$ cat src/rtl/wg_warp_sequencer_pkg.sv
// Shared sizing for the workgroup-to-warp sequencer: slot table geometry,
// default warp/tag widths and the FSM state type.
`ifndef NUM_WARP
`define NUM_WARP 8
`endif
`ifndef DEPTH_WARP
`define DEPTH_WARP 3
`endif
`ifndef TAG_WIDTH
`define TAG_WIDTH 8
`endif
`ifndef WTAG_WIDTH
`define WTAG_WIDTH (WG_SLOT_W + DEPTH_WARP)
`endif

package wg_warp_sequencer_pkg;
  localparam int unsigned NUM_WG_SLOT = 4;
  localparam int unsigned WG_SLOT_W   = 2;

  typedef enum logic {
    IDLE,
    ISSUE
  } seq_state_e;
endpackage

$ cat src/rtl/fixed_pri_arb.sv
// Fixed-priority arbiter: one-hot grant to the lowest set request bit.
module fixed_pri_arb #(
  parameter int unsigned N = 4
) (
  input  logic [N-1:0] req,
  output logic [N-1:0] gnt
);
  localparam logic [N-1:0] ONE = 1;

  // Two's-complement trick isolates the lowest set bit.
  assign gnt = req & ((~req) + ONE);
endmodule

$ cat src/rtl/one2bin.sv
// One-hot to binary encoder; all-zero input encodes to zero.
module one2bin #(
  parameter int unsigned N = 4,
  parameter int unsigned W = 2
) (
  input  logic [N-1:0] oh,
  output logic [W-1:0] bin
);
  always_comb begin
    bin = '0;
    for (int unsigned i = 0; i < N; i++) begin
      if (oh[i]) bin = bin | W'(i);
    end
  end
endmodule

$ cat src/rtl/wg_warp_sequencer.sv
// Expands workgroup requests into per-warp requests, tracks outstanding warps
// per workgroup slot and reports workgroup completion back to the CTA scheduler.
module wg_warp_sequencer
  import wg_warp_sequencer_pkg::*;
#(
  parameter int unsigned NUM_WARP   = `NUM_WARP,
  parameter int unsigned DEPTH_WARP = `DEPTH_WARP,
  parameter int unsigned TAG_WIDTH  = `TAG_WIDTH
) (
  input  logic                              clk,
  input  logic                              rst_n,
  input  logic                              wg_req_valid_i,
  output logic                              wg_req_ready_o,
  input  logic [TAG_WIDTH-1:0]              wg_req_tag_i,
  input  logic [DEPTH_WARP:0]               wg_req_nwarp_i,
  output logic                              warp_req_valid_o,
  input  logic                              warp_req_ready_i,
  output logic [WG_SLOT_W+DEPTH_WARP-1:0]   warp_req_tag_o,
  input  logic                              warp_done_valid_i,
  output logic                              warp_done_ready_o,
  input  logic [WG_SLOT_W+DEPTH_WARP-1:0]   warp_done_tag_i,
  output logic                              wg_done_valid_o,
  input  logic                              wg_done_ready_i,
  output logic [TAG_WIDTH-1:0]              wg_done_tag_o,
  output logic                              err_o
);
  localparam int unsigned WTAG_W = `WTAG_WIDTH;
  localparam logic [DEPTH_WARP:0] ONE_W     = 1;
  localparam logic [DEPTH_WARP:0] NWARP_MAX = (DEPTH_WARP+1)'(NUM_WARP);

  seq_state_e state, state_nxt;

  logic [NUM_WG_SLOT-1:0] slot_vld;
  logic [NUM_WG_SLOT-1:0] slot_done_pend;
  logic [TAG_WIDTH-1:0]   slot_tag [NUM_WG_SLOT];
  logic [DEPTH_WARP:0]    slot_rem [NUM_WG_SLOT];

  logic [WG_SLOT_W-1:0]   cur_slot;
  logic [DEPTH_WARP:0]    cur_n;
  logic [DEPTH_WARP:0]    cnt;
  logic                   err_q;

  logic [NUM_WG_SLOT-1:0] free_gnt, done_gnt;
  logic [WG_SLOT_W-1:0]   free_slot, done_slot;

  logic                   wg_accept, warp_fire, done_fire;
  logic                   nwarp_over;
  logic [DEPTH_WARP:0]    nwarp_eff;
  logic [WG_SLOT_W-1:0]   dn_slot;
  logic                   dn_ok;
  logic                   unused_warp_idx;

  fixed_pri_arb #(.N(NUM_WG_SLOT)) u_free_arb (
    .req (~slot_vld),
    .gnt (free_gnt)
  );
  one2bin #(.N(NUM_WG_SLOT), .W(WG_SLOT_W)) u_free_enc (
    .oh  (free_gnt),
    .bin (free_slot)
  );
  fixed_pri_arb #(.N(NUM_WG_SLOT)) u_done_arb (
    .req (slot_done_pend),
    .gnt (done_gnt)
  );
  one2bin #(.N(NUM_WG_SLOT), .W(WG_SLOT_W)) u_done_enc (
    .oh  (done_gnt),
    .bin (done_slot)
  );

  // Free vector comes straight from registered vld, so a slot released by a
  // wg_done fire is only allocatable from the following cycle.
  assign wg_req_ready_o    = (state == IDLE) && (|(~slot_vld));
  assign warp_req_valid_o  = (state == ISSUE);
  assign warp_req_tag_o    = {cur_slot, cnt[DEPTH_WARP-1:0]};
  assign warp_done_ready_o = 1'b1;
  assign wg_done_valid_o   = |slot_done_pend;
  assign wg_done_tag_o     = slot_tag[done_slot];
  assign err_o             = err_q;

  assign wg_accept  = wg_req_valid_i && wg_req_ready_o;
  assign warp_fire  = warp_req_valid_o && warp_req_ready_i;
  assign done_fire  = wg_done_valid_o && wg_done_ready_i;
  assign nwarp_over = wg_req_nwarp_i > NWARP_MAX;
  assign nwarp_eff  = nwarp_over ? NWARP_MAX : wg_req_nwarp_i;

  assign dn_slot         = warp_done_tag_i[WTAG_W-1 -: WG_SLOT_W];
  assign dn_ok           = slot_vld[dn_slot] && (slot_rem[dn_slot] != '0);
  assign unused_warp_idx = ^warp_done_tag_i[DEPTH_WARP-1:0];

  always_ff @(posedge clk or negedge rst_n) begin
    if (!rst_n) state <= IDLE;
    else        state <= state_nxt;
  end

  always_comb begin
    state_nxt = state;
    case (state)
      IDLE:    if (wg_accept && nwarp_eff != '0) state_nxt = ISSUE;
      ISSUE:   if (warp_fire && cnt == cur_n - ONE_W) state_nxt = IDLE;
      default: state_nxt = IDLE;
    endcase
  end

  always_ff @(posedge clk or negedge rst_n) begin
    if (!rst_n) begin
      slot_vld       <= '0;
      slot_done_pend <= '0;
      for (int unsigned i = 0; i < NUM_WG_SLOT; i++) begin
        slot_tag[i] <= '0;
        slot_rem[i] <= '0;
      end
      cur_slot <= '0;
      cur_n    <= '0;
      cnt      <= '0;
      err_q    <= 1'b0;
    end else begin
      if (warp_done_valid_i) begin
        if (dn_ok) begin
          slot_rem[dn_slot] <= slot_rem[dn_slot] - ONE_W;
          if (slot_rem[dn_slot] == ONE_W) slot_done_pend[dn_slot] <= 1'b1;
        end else begin
          err_q <= 1'b1;
        end
      end

      // Accept targets a free slot, so it never collides with the vld-gated
      // retire above or the done-fire clear below.
      if (wg_accept) begin
        slot_vld[free_slot]       <= 1'b1;
        slot_tag[free_slot]       <= wg_req_tag_i;
        slot_rem[free_slot]       <= nwarp_eff;
        slot_done_pend[free_slot] <= (nwarp_eff == '0);
        cur_slot                  <= free_slot;
        cur_n                     <= nwarp_eff;
        cnt                       <= '0;
        if (nwarp_over) err_q <= 1'b1;
      end else if (warp_fire) begin
        cnt <= cnt + ONE_W;
      end

      if (done_fire) begin
        slot_vld[done_slot]       <= 1'b0;
        slot_done_pend[done_slot] <= 1'b0;
      end
    end
  end
endmodule

$ cat config.mk
export PLATFORM = sky130hd
export DESIGN_NAME = wg_warp_sequencer
export DESIGN_NICKNAME = d
export VERILOG_FILES = /design/src/rtl/wg_warp_sequencer_pkg.sv /design/src/rtl/fixed_pri_arb.sv /design/src/rtl/one2bin.sv /design/src/rtl/wg_warp_sequencer.sv
export SDC_FILE = /design/constraint.sdc
export NUM_CORES = 1
export LEC_CHECK = 0
export ABC_AREA = 0
export ABC_CLOCK_PERIOD_IN_PS = 2800
export CAP_MARGIN = 20
export CORE_AREA = 4 4 91 93
export DETAILED_ROUTE_END_ITERATION = 6
export DIE_AREA = 0 0 95 97
export PLACE_DENSITY_LB_ADDON = 0.25
export SLEW_MARGIN = 5
export SYNTH_ARGS = -nofsm -noshare
export SYNTH_HDL_FRONTEND = slang
export SYNTH_HIERARCHICAL = 1
export SYNTH_SLANG_ARGS = --single-unit
$ cat constraint.sdc
create_clock -name clk -period 2.8 [get_ports clk]
set_input_delay 0.56 -clock clk [delete_from_list [all_inputs] [get_ports clk]]
set_output_delay 0.56 -clock clk [all_outputs]
set_load 0.1 [all_outputs]
==> metrics.md, run 1 <==
| Metric | Value |
|---|---|
| Status | `completed` |
| Post-DP HPWL | `5.782 mm` |
| Clk network pwr share | `0.138` |
| Minimum clock period after layout | `2.740 ns` |
| Commonest non-fill, non-tap cell in the layout | `dfrtp_1` |
| Vias in the first global route | `2668` |
| TritonCTS clock tree | `done` |
| Setup ws final | `0.06034 ns` |
| Maximum number of pins on one net before global-route repair | `35` |
| Worst clock skew on the final layout | `0.006011 ns` |
| Per-instance average area after synthesis | `11.63 um2` |
| Placer Congestion | `0.8159` |
| WL final | `8.203 mm` |
| Internal power contribution | `3.191 mW` |
| Root buffer cell | `clkbuf_8` |
| Number of vias after detailed routing | `2593` |
| DRC | `0` |
| All-layer global routing usage | `0.1911` |
| Path class of the lowest-slack min-delay path | `input port to async pin` |
| Power Density | `1338 nW/um2` |
| Sum of overflow across all layers after global routing | `0` |
| Category of the most critical setup path | `register to output port` |
| Drt first pass iters | `4` |
| Wire length of the first global-routing pass | `13.55 mm` |
| Switching power | `2.772 mW` |
| IO Count | `41` |
| Effective utilization at floorplan | `0.4865` |
| Share of final-layout standard cells stronger than drive strength 1 | `0.2888` |
| Most used cells in the layout excluding fill and tap cells | `dfrtp_1, nand2_1, mux2_2, buf_4, mux2i_1` |
| Share of total power in sequential cells | `0.282` |
| Total negative setup slack | `0 ns` |
| Worst setup path startpoint | `slot_done_pend[0]` |
| Clock transition at path regs | `0.08 ns` |
| Count of synthesis-stage warnings from yosys | `6` |
| H-tree level count | `3` |
| Layout Utilization | `0.5921` |
| Overall die width | `95 um` |
| Kind of start point of the critical path | `register` |
| Placeable core region | `7527 um2` |
| Die area | `9215 um2` |
| Max Fanout on Critical Path | `11` |
| Initial DRC count | `132` |
| Count of mapped cells out of synthesis | `315` |
| Hold Fails Final Rpt | `0` |
| Critical Path Sink Type | `output port` |
| Part of the cycle the worst path needs | `0.9785` |
| Number of nets in the final layout | `389` |
| Routed wire per std cell | `17.49 um` |
| Number of sinks handled by clock tree synthesis | `68` |
| Max-cap violations | `0` |
| Die Height | `97 um` |
| IR Drop Worst-Case VDD | `1032 uV` |
| CP Data Arrival Time | `2.18 ns` |
| Final Setup Violations | `0` |
| DRT antenna net count | `0` |
| LEAKAGE | `1.937 nW` |
| Minimum setup slack after placement | `-0.1346 ns` |
| Gate power share | `0.580` |
| Cell Area, Synth | `3662 um2` |
| Area overhead of the layout relative to synthesis | `21.69%` |
| Area after detailed placement | `4235 um2` |
| Worst-Skew Late Latency | `0.34 ns` |
| Required time at the endpoint of the critical path | `2.24 ns` |
| Overall power of the completed layout | `5.963 mW` |
| Count of pins over their slew limit | `0` |
| Synthesized Nets | `342` |
| Maximum buffer depth of the clock tree | `2` |
| Diode count | `0` |
| Sw Ratio | `0.4648` |
| Launch instance of the worst register-to-register path | `slot_rem[1]` |
| Final cell area excluding filler cells | `4457 um2` |
| Std cell rows | `32` |
| Antenna violations before repair | `0` |
| Highest clock rate | `365.0 MHz` |
| Via/cell ratio | `5.529` |
| Total CTS buffers | `9` |
| Hold bufs inserted after CTS | `0` |
| Port buffer count | `36` |
power by group through the flow:
stage / clock [mW] / combinational, mW / sequential [mW]
final: 0.825 / 3.46 / 1.68
after global routing: 0.885 / 3.66 / 1.73
after CTS: 0.835 / 3.47 / 1.67
after detailed placement: 0 / 3.44 / 1.68
after global placement: 0 / 3.40 / 1.66
after floorplan: 0 / 2.36 / 1.71
sequential cells by signal, indices dropped and copies added, names as in the netlist:
signal and cells:
err_o 1, cur_n 4, warp_req_valid_o 1, slot_rem 16, slot_done_pend 4, cnt 4, slot_vld 4, cur_slot 2
slot_tag 32
routing by layer:
metal  vias to the layer above  global-route usage  share of wire
li1                       1208                   -              -
met1                      1308              0.2616           0.45
met2                        73              0.2988           0.48
met3                         4             0.04510          0.055
met4                         0             0.06104         0.0069
met5                         -                   0              0
what timing repair did:
action	in CTS	in global routing
cloned	0	0
pin swaps	0	1
resized for setup	1	3
endpoints found under the setup margin	6	8
buffers inserted	0	1
worst paths after layout:
check,slack (ns),to,cells past startpoint
worst max-delay path,0.06,wg_done_tag_o[7],5
worst min-delay path,0.25,cnt[2],2
worst max register to register,0.60,slot_rem[11],7
worst min register to register,0.47,err_o,2
max in group asynchronous,2.20,slot_done_pend[1],2
min in group clk,0.47,err_o,2
cell type report:
| class | count | area, um2 |
|---|---|---|
| clock inverters | 6 | 63.81 |
| clock buffers | 10 | 137.6 |
| well taps | 102 | 127.6 |
| fillers | 653 | 3070 |
| inverters | 11 | 45.04 |
| multi-input cells | 216 | 1803 |
| repair buffers | 56 | 575.6 |
| flip-flops and latches | 68 | 1704 |
per-stage QoR:
step	hold WS, ns	instances
floorplan	0.2644	315
global placement	0.4520	452
detailed placement	0.4569	452
CTS	0.2618	468
global route	0.2833	469
finish	0.2474	469
worst max-delay path: stages, from the launching register on:
cell     delay [ns]
dfrtp_1        0.46
nor4b_4        0.31
or2_4          0.18
buf_12         0.14
mux4_2         0.55
buf_12         0.19
No activity file was read; power rests on OpenSTA's default activity.
==> run 2: changes to the inputs <==
--- a/config.mk
+++ b/config.mk
@@ -8,9 +8,12 @@
 export ABC_AREA = 0
 export ABC_CLOCK_PERIOD_IN_PS = 2800
 export CAP_MARGIN = 20
-export CORE_AREA = 4 4 91 93
+export CELL_PAD_IN_SITES_DETAIL_PLACEMENT = 2
+export CELL_PAD_IN_SITES_GLOBAL_PLACEMENT = 2
+export CORE_AREA = 4 4 104 106
 export DETAILED_ROUTE_END_ITERATION = 6
-export DIE_AREA = 0 0 95 97
+export DIE_AREA = 0 0 108 110
+export HOLD_SLACK_MARGIN = 0.08
 export PLACE_DENSITY_LB_ADDON = 0.25
 export SLEW_MARGIN = 5
 export SYNTH_ARGS = -nofsm -noshare
==> metrics.md, run 2 (synthesis results as in run 1) <==
| Metric | Value |
|---|---|
| Most used cells in the layout excluding fill and tap cells | `dfrtp_1, nand2_1, mux2_2, buf_4, mux2i_1 (unchanged)` |
| Share of final-layout standard cells stronger than drive strength 1 | `0.2919 (was 0.2888)` |
| Worst clock skew on the final layout | `0.009301 ns (was 0.006011 ns)` |
| Max FFs per register | `32 (unchanged)` |
| Hold bufs inserted after CTS | `0 (unchanged)` |
| Std cell rows | `36 (was 32)` |
| Total negative setup slack | `0 ns (unchanged)` |
| Root buffer cell | `clkbuf_8 (unchanged)` |
| End of the worst register-to-register path | `slot_done_pend[3] (was slot_rem[11])` |
| Initial DRC count | `73 (was 132)` |
| Uppermost routed layer | `met4 (unchanged)` |
| Commonest non-fill, non-tap cell in the layout | `dfrtp_1 (unchanged)` |
| Met1 wire length | `4.386 mm (was 3.726 mm)` |
| Vias in the first global route | `3162 (was 2668)` |
| Critical path capture point | `wg_done_tag_o[5] (was wg_done_tag_o[7])` |
| Critical Path Sink Type | `output port (unchanged)` |
| Via/cell ratio | `5.314 (was 5.529)` |
| Slew Limit Headroom | `0.6240` |
| Sum of overflow across all layers after global routing | `0 (unchanged)` |
| Layout Utilization | `0.4681 (was 0.5921)` |
| Placeable core region | `9774 um2 (was 7527 um2)` |
| All-layer global routing usage | `0.1859 (was 0.1911)` |
| Slack of the worst reg-to-reg path | `0.44 ns (was 0.60 ns)` |
| Effective utilization at floorplan | `0.3747 (was 0.4865)` |
| Post-DP HPWL | `7.152 mm (was 5.782 mm)` |
| Max Fanout on Critical Path | `5 (was 11)` |
| Status | `completed (unchanged)` |
| H-tree level count | `3 (unchanged)` |
| Wire length of the first global-routing pass | `16.86 mm (was 13.55 mm)` |
| Area overhead of the layout relative to synthesis | `24.94% (was 21.69%)` |
| Hold Fails Final Rpt | `0 (unchanged)` |
| IR Drop Worst-Case VDD | `880.8 uV (was 1032 uV)` |
| WL final | `10.12 mm (was 8.203 mm)` |
| Crit-path max cell delay | `0.53 ns (was 0.55 ns)` |
| Port buffer count | `36 (unchanged)` |
| Met3 wire len | `275 um (was 450 um)` |
| Path depth of the worst reg2reg path | `7 (unchanged)` |
| Max-cap violations | `0 (unchanged)` |
| Die Height | `110 um (was 97 um)` |
| Placer Congestion | `0.7434 (was 0.8159)` |
| Worst setup path startpoint | `slot_done_pend[2] (was slot_done_pend[0])` |
| Launch instance of the worst register-to-register path | `slot_vld[1] (was slot_rem[1])` |
| IO Count | `41 (unchanged)` |
| Routed wire per std cell | `20.12 um (was 17.49 um)` |
| Finished Layout Cells | `503 (was 469)` |
| Path class of the lowest-slack min-delay path | `input port to async pin (unchanged)` |
| Count of pins over their slew limit | `0 (unchanged)` |
| Required time at the endpoint of the critical path | `2.24 ns (about the same)` |
| Overall die width | `108 um (was 95 um)` |
| Power Density | `1355 nW/um2 (was 1338 nW/um2)` |
| Total CTS buffers | `9 (unchanged)` |
| Slowest library cell on the worst path | `mux4_2 (unchanged)` |
| Diode count | `0 (unchanged)` |
| Drt first pass iters | `4 (unchanged)` |
| Worst-Skew Late Latency | `0.35 ns (was 0.34 ns)` |
| Clock transition at path regs | `0.08 ns (about the same)` |
| Maximum buffer depth of the clock tree | `2 (unchanged)` |
| Category of the most critical setup path | `register to output port (unchanged)` |
| Maximum number of pins on one net before global-route repair | `50 (was 35)` |
| Number of sinks handled by clock tree synthesis | `68 (unchanged)` |
| Part of the cycle the worst path needs | `0.9780 (was 0.9785)` |
| Met2 routed wirelength | `5.243 mm (was 3.968 mm)` |
| Register name with the most flops | `slot_tag (unchanged)` |
| TritonCTS clock tree | `done (unchanged)` |
| Die area | `11880 um2 (was 9215 um2)` |
| Highest clock rate | `365.2 MHz (was 365.0 MHz)` |
| Leading registers by flop count | `slot_tag: 32 flops, slot_rem: 16 flops (unchanged)` |
| Number of nets in the final layout | `392 (was 389)` |
| Dpl cells | `484 (was 452)` |
| DRC | `0 (unchanged)` |
| Final Setup Violations | `0 (unchanged)` |
| Cell chain of the critical path | `nor4b_4 > or2_4 > clkbuf_16 > mux4_2 > buf_12 (was nor4b_4 > or2_4 > buf_12 > mux4_2 > buf_12)` |
| CP Data Arrival Time | `2.18 ns (about the same)` |
| Antenna violations before repair | `0 (unchanged)` |
| Tightest Pin Transition | `0.5639 ns` |
| LEAKAGE | `1.980 nW (was 1.937 nW)` |
| Kind of start point of the critical path | `register (unchanged)` |
| Minimum clock period after layout | `2.739 ns (was 2.740 ns)` |
| Number of vias after detailed routing | `2673 (was 2593)` |
| DRT antenna net count | `0 (unchanged)` |
## run 2: cell types whose count changed in the layout (fill, tap and decap cells not counted), sizes merged
cell,before,now
buf,38,40
clkbuf,10,12
clkinvlp,3,1
bufinv,1,2
## run 2: critical path, delay by kind of cell (launching register included)
family | cells | cell delay [ns]
mux | 1 | 0.53
simple gates | 2 | 0.51
flops | 1 | 0.44
buf+inv | 2 | 0.34
## run 2: final cells by class
type                       count  area [um2]
fill                        1018        5199
clock inverter                 5       75.07
sequential                    68        1704
multi-input combinational    216        1803
timing repair buffer          59       640.6
tap                          133       166.4
inverter                      11       45.04
clock buffer                  11       141.4
## run 2: how the worst min path moves through the flow
stage	endpoint	slack [ns]	depth (start not counted)
final	cnt[3]	0.19	1
after global routing	cnt[3]	0.22	1
after CTS	cnt[3]	0.20	1
after detailed placement	err_o	0.46	2
after global placement	err_o	0.45	2
after floorplan	cnt[0]	0.26	0
## run 2: report_power, final
group / switching, mW / internal, mW
Combinational: 2.17 / 1.44
Clock: 0.383 / 0.522
Sequential: 0.308 / 1.38
## run 2: per-layer routing
layer | GRT usage | up-vias
met3 | 0.03553 | 16
met1 | 0.2219 | 1401
met4 | 0.05771 | 0
met2 | 0.3393 | 40
met5 | 0 | -
li1 | - | 1216
## run 2: repair_timing
action,CTS,global route
cloned,0,1
pin swaps,2,1
endpoints found under the setup margin,8,8
gates resized for setup,0,4
buffers inserted,2,0
## run 2: metrics by stage
stage               hold slack (ns)  cell area [um2]  worst slack, ns  power [mW]
floorplan                    0.2644             3667          0.08624       4.070
global placement             0.4535             4307          -0.1626       5.115
detailed placement           0.4632             4307          -0.2703       5.232
CTS                          0.1968             4538         0.006929       6.210
global route                 0.2186             4576         -0.02628       6.560
finish                       0.1929             4576          0.06150       6.199
==> run 3: changes to the inputs <==
--- a/config.mk
+++ b/config.mk
@@ -6,7 +6,7 @@
 export NUM_CORES = 1
 export LEC_CHECK = 0
 export ABC_AREA = 0
-export ABC_CLOCK_PERIOD_IN_PS = 2800
+export ABC_CLOCK_PERIOD_IN_PS = 3000
 export CAP_MARGIN = 20
 export CELL_PAD_IN_SITES_DETAIL_PLACEMENT = 2
 export CELL_PAD_IN_SITES_GLOBAL_PLACEMENT = 2
==> constraint.sdc (replaced) <==
create_clock -name clk -period 3 [get_ports clk]
set_input_delay 0.6 -clock clk [delete_from_list [all_inputs] [get_ports clk]]
set_output_delay 0.6 -clock clk [all_outputs]
set_load 0.1 [all_outputs]
==> metrics.md, run 3 (synthesis results as in run 1) <==
| Metric | Value |
|---|---|
| Finished Layout Cells | `496 (was 503)` |
| Count of pins over their slew limit | `0 (unchanged)` |
| Path class of the lowest-slack min-delay path | `input port to async pin (unchanged)` |
| DRC | `0 (unchanged)` |
| Minimum clock period after layout | `2.832 ns` |
| Worst Hold Slack | `0.2823 ns (was 0.1929 ns)` |
| Sum of overflow across all layers after global routing | `0 (unchanged)` |
| Setup ws final | `0.1676 ns (was 0.06150 ns)` |
| Kind of start point of the critical path | `register (unchanged)` |
| WL final | `9.910 mm (was 10.12 mm)` |
| Worst clock skew on the final layout | `0.008022 ns (was 0.009301 ns)` |
| Dpl cells | `480 (was 484)` |
| Number of nets in the final layout | `385 (was 392)` |
| Placer Congestion | `0.7813 (was 0.7434)` |
| Setup repair after global routing missed its margin | `no` |
| Overall die width | `108 um (unchanged)` |
| Minimum setup slack after placement | `-0.05879 ns (was -0.2703 ns)` |
| Diode count | `0 (unchanged)` |
| Drt first pass iters | `4 (unchanged)` |
| Final Setup Violations | `0 (unchanged)` |
| Effective utilization at floorplan | `0.3747 (unchanged)` |
| Critical Path Sink Type | `output port (unchanged)` |
| Initial DRC count | `82 (was 73)` |
| Worst-Skew Late Latency | `0.34 ns (was 0.35 ns)` |
| Max-cap violations | `0 (unchanged)` |
| Clock transition at path regs | `0.08 ns (about the same)` |
| Number of vias after detailed routing | `2633 (was 2673)` |
| Post-CTS setup-driven buffer insertion count | `0 (was 2)` |
| Most used cells in the layout excluding fill and tap cells | `dfrtp_1, nand2_1, mux2_2 (was dfrtp_1, nand2_1, mux2_2, buf_4, mux2i_1)` |
| Register name with the most flops | `slot_tag (unchanged)` |
| Hold Fails Final Rpt | `0 (unchanged)` |
| Max FFs per register | `32 (unchanged)` |
| Part of the cycle the worst path needs | `0.9441` |
| TritonCTS clock tree | `done (unchanged)` |
| Highest clock rate | `353.1 MHz` |
| Required time at the endpoint of the critical path | `2.40 ns (was 2.24 ns)` |
| IO Count | `41 (unchanged)` |
| Leading registers by flop count | `slot_tag: 32 flops, slot_rem: 16 flops (unchanged)` |
| Placeable core region | `9774 um2 (unchanged)` |
| Vias in the first global route | `2989 (was 3162)` |
| Slew Limit Headroom | `0.5592 (was 0.6240)` |
| Via/cell ratio | `5.308 (was 5.314)` |
| Routed wire per std cell | `19.98 um (was 20.12 um)` |
| Total CTS buffers | `9 (unchanged)` |
| Maximum number of pins on one net before global-route repair | `44 (was 50)` |
| Power Density | `1250 nW/um2 (was 1355 nW/um2)` |
| Overall power of the completed layout | `5.578 mW (was 6.199 mW)` |
| Max Fanout on Critical Path | `13 (was 5)` |
| IR Drop Worst-Case VDD | `1425 uV (was 880.8 uV)` |
| Antenna violations before repair | `0 (unchanged)` |
| Commonest non-fill, non-tap cell in the layout | `dfrtp_1 (unchanged)` |
| Maximum buffer depth of the clock tree | `2 (unchanged)` |
| DRT antenna net count | `0 (unchanged)` |
| Root buffer cell | `clkbuf_8 (unchanged)` |
| Status | `completed (unchanged)` |
| Die area | `11880 um2 (unchanged)` |
| Category of the most critical setup path | `register to output port (unchanged)` |
| Share of final-layout standard cells stronger than drive strength 1 | `0.2672 (was 0.2919)` |
| All-layer global routing usage | `0.1820 (was 0.1859)` |
| Number of sinks handled by clock tree synthesis | `68 (unchanged)` |
| Std cell rows | `36 (unchanged)` |
| Register area | `1702 um2 (was 1704 um2)` |
| Die Height | `110 um (unchanged)` |
| Tightest Pin Transition | `0.6612 ns (was 0.5639 ns)` |
| CP Data Arrival Time | `2.23 ns (was 2.18 ns)` |
| LEAKAGE | `1.923 nW (was 1.980 nW)` |
| Port buffer count | `36 (unchanged)` |
| Wire length of the first global-routing pass | `16.29 mm (was 16.86 mm)` |
| Slack of the worst reg-to-reg path | `0.69 ns (was 0.44 ns)` |
| Multi-input gate area in the final layout | `1800 um2 (was 1803 um2)` |
| Area overhead of the layout relative to synthesis | `21.83% (was 24.94%)` |
| H-tree level count | `3 (unchanged)` |
| Post-DP HPWL | `7.114 mm (was 7.152 mm)` |
| Filler Cell Count | `1049 (was 1018)` |
[run 3: cell count changes in the layout (fill, tap and decap cells not counted), moves of 2 or more]
cell,change
dfrtp_2,-2
clkinv_2,-3
buf_12,-2
dfrtp_1,+2
clkinvlp_4,+2
buf_4,-5
[run 3: through the flow]
step,setup TNS (ns),utilization,cell area [um2]
3_3_place_gp,-0.001992,0.4345,4247
4_1_cts,0,0.4552,4449
6_report,0,0.4565,4462
3_5_place_dp,-0.1779,0.4345,4247
5_1_grt,0,0.4565,4462
2_1_floorplan,0,-,3662
[run 3: per-layer routing]
metal  vias up  share of wire  track usage
met5         -              0            0
met4         0         0.0090      0.04058
met3         7          0.030      0.03960
met2        45           0.52       0.3210
met1      1373           0.44       0.2301
li1       1208              -            -
[run 3: what timing repair did]
item | 4_1_cts | 5_1_grt
gates resized for setup | 0 | 3
endpoints found under the setup margin | 0 | 8
hold buffers | 0 | 0
[run 3: final timing paths]
path / from / to / cells past startpoint
worst max-delay path: slot_done_pend[1] / wg_done_tag_o[4] / 5
min in group clk: cur_slot[0] / cur_slot[0] / 2
worst min-delay path: rst_n / slot_rem[15] / 1
worst max register to register: slot_vld[0] / slot_tag[19] / 6
max in group asynchronous: rst_n / slot_rem[0] / 2
worst min register to register: cur_slot[0] / cur_slot[0] / 2
[run 3: cell type report]
cell class                      instances  share of cell area
Inverter                               11            0.009254
Clock inverter                          5             0.01374
Sequential cell                        68              0.3814
Timing Repair Buffer                   52              0.1231
Multi-Input combinational cell        216              0.4035
Tap cell                              133             0.03730
Clock buffer                           11             0.03169
[run 3: power by group]
| part | internal [mW] | switching [mW] | total [mW] |
|---|---|---|---|
| sequential | 1.29 | 0.295 | 1.58 |
| combinational | 1.23 | 1.99 | 3.23 |
| clock | 0.408 | 0.362 | 0.770 |
| total | 2.93 | 2.65 | 5.58 |
[run 3: worst max-delay path, stage by stage (launching register included)]
cell,delay (ns)
dfrtp_1,0.45
nor4b_4,0.32
or2_1,0.15
buf_6,0.20
mux4_2,0.57
buf_12,0.19
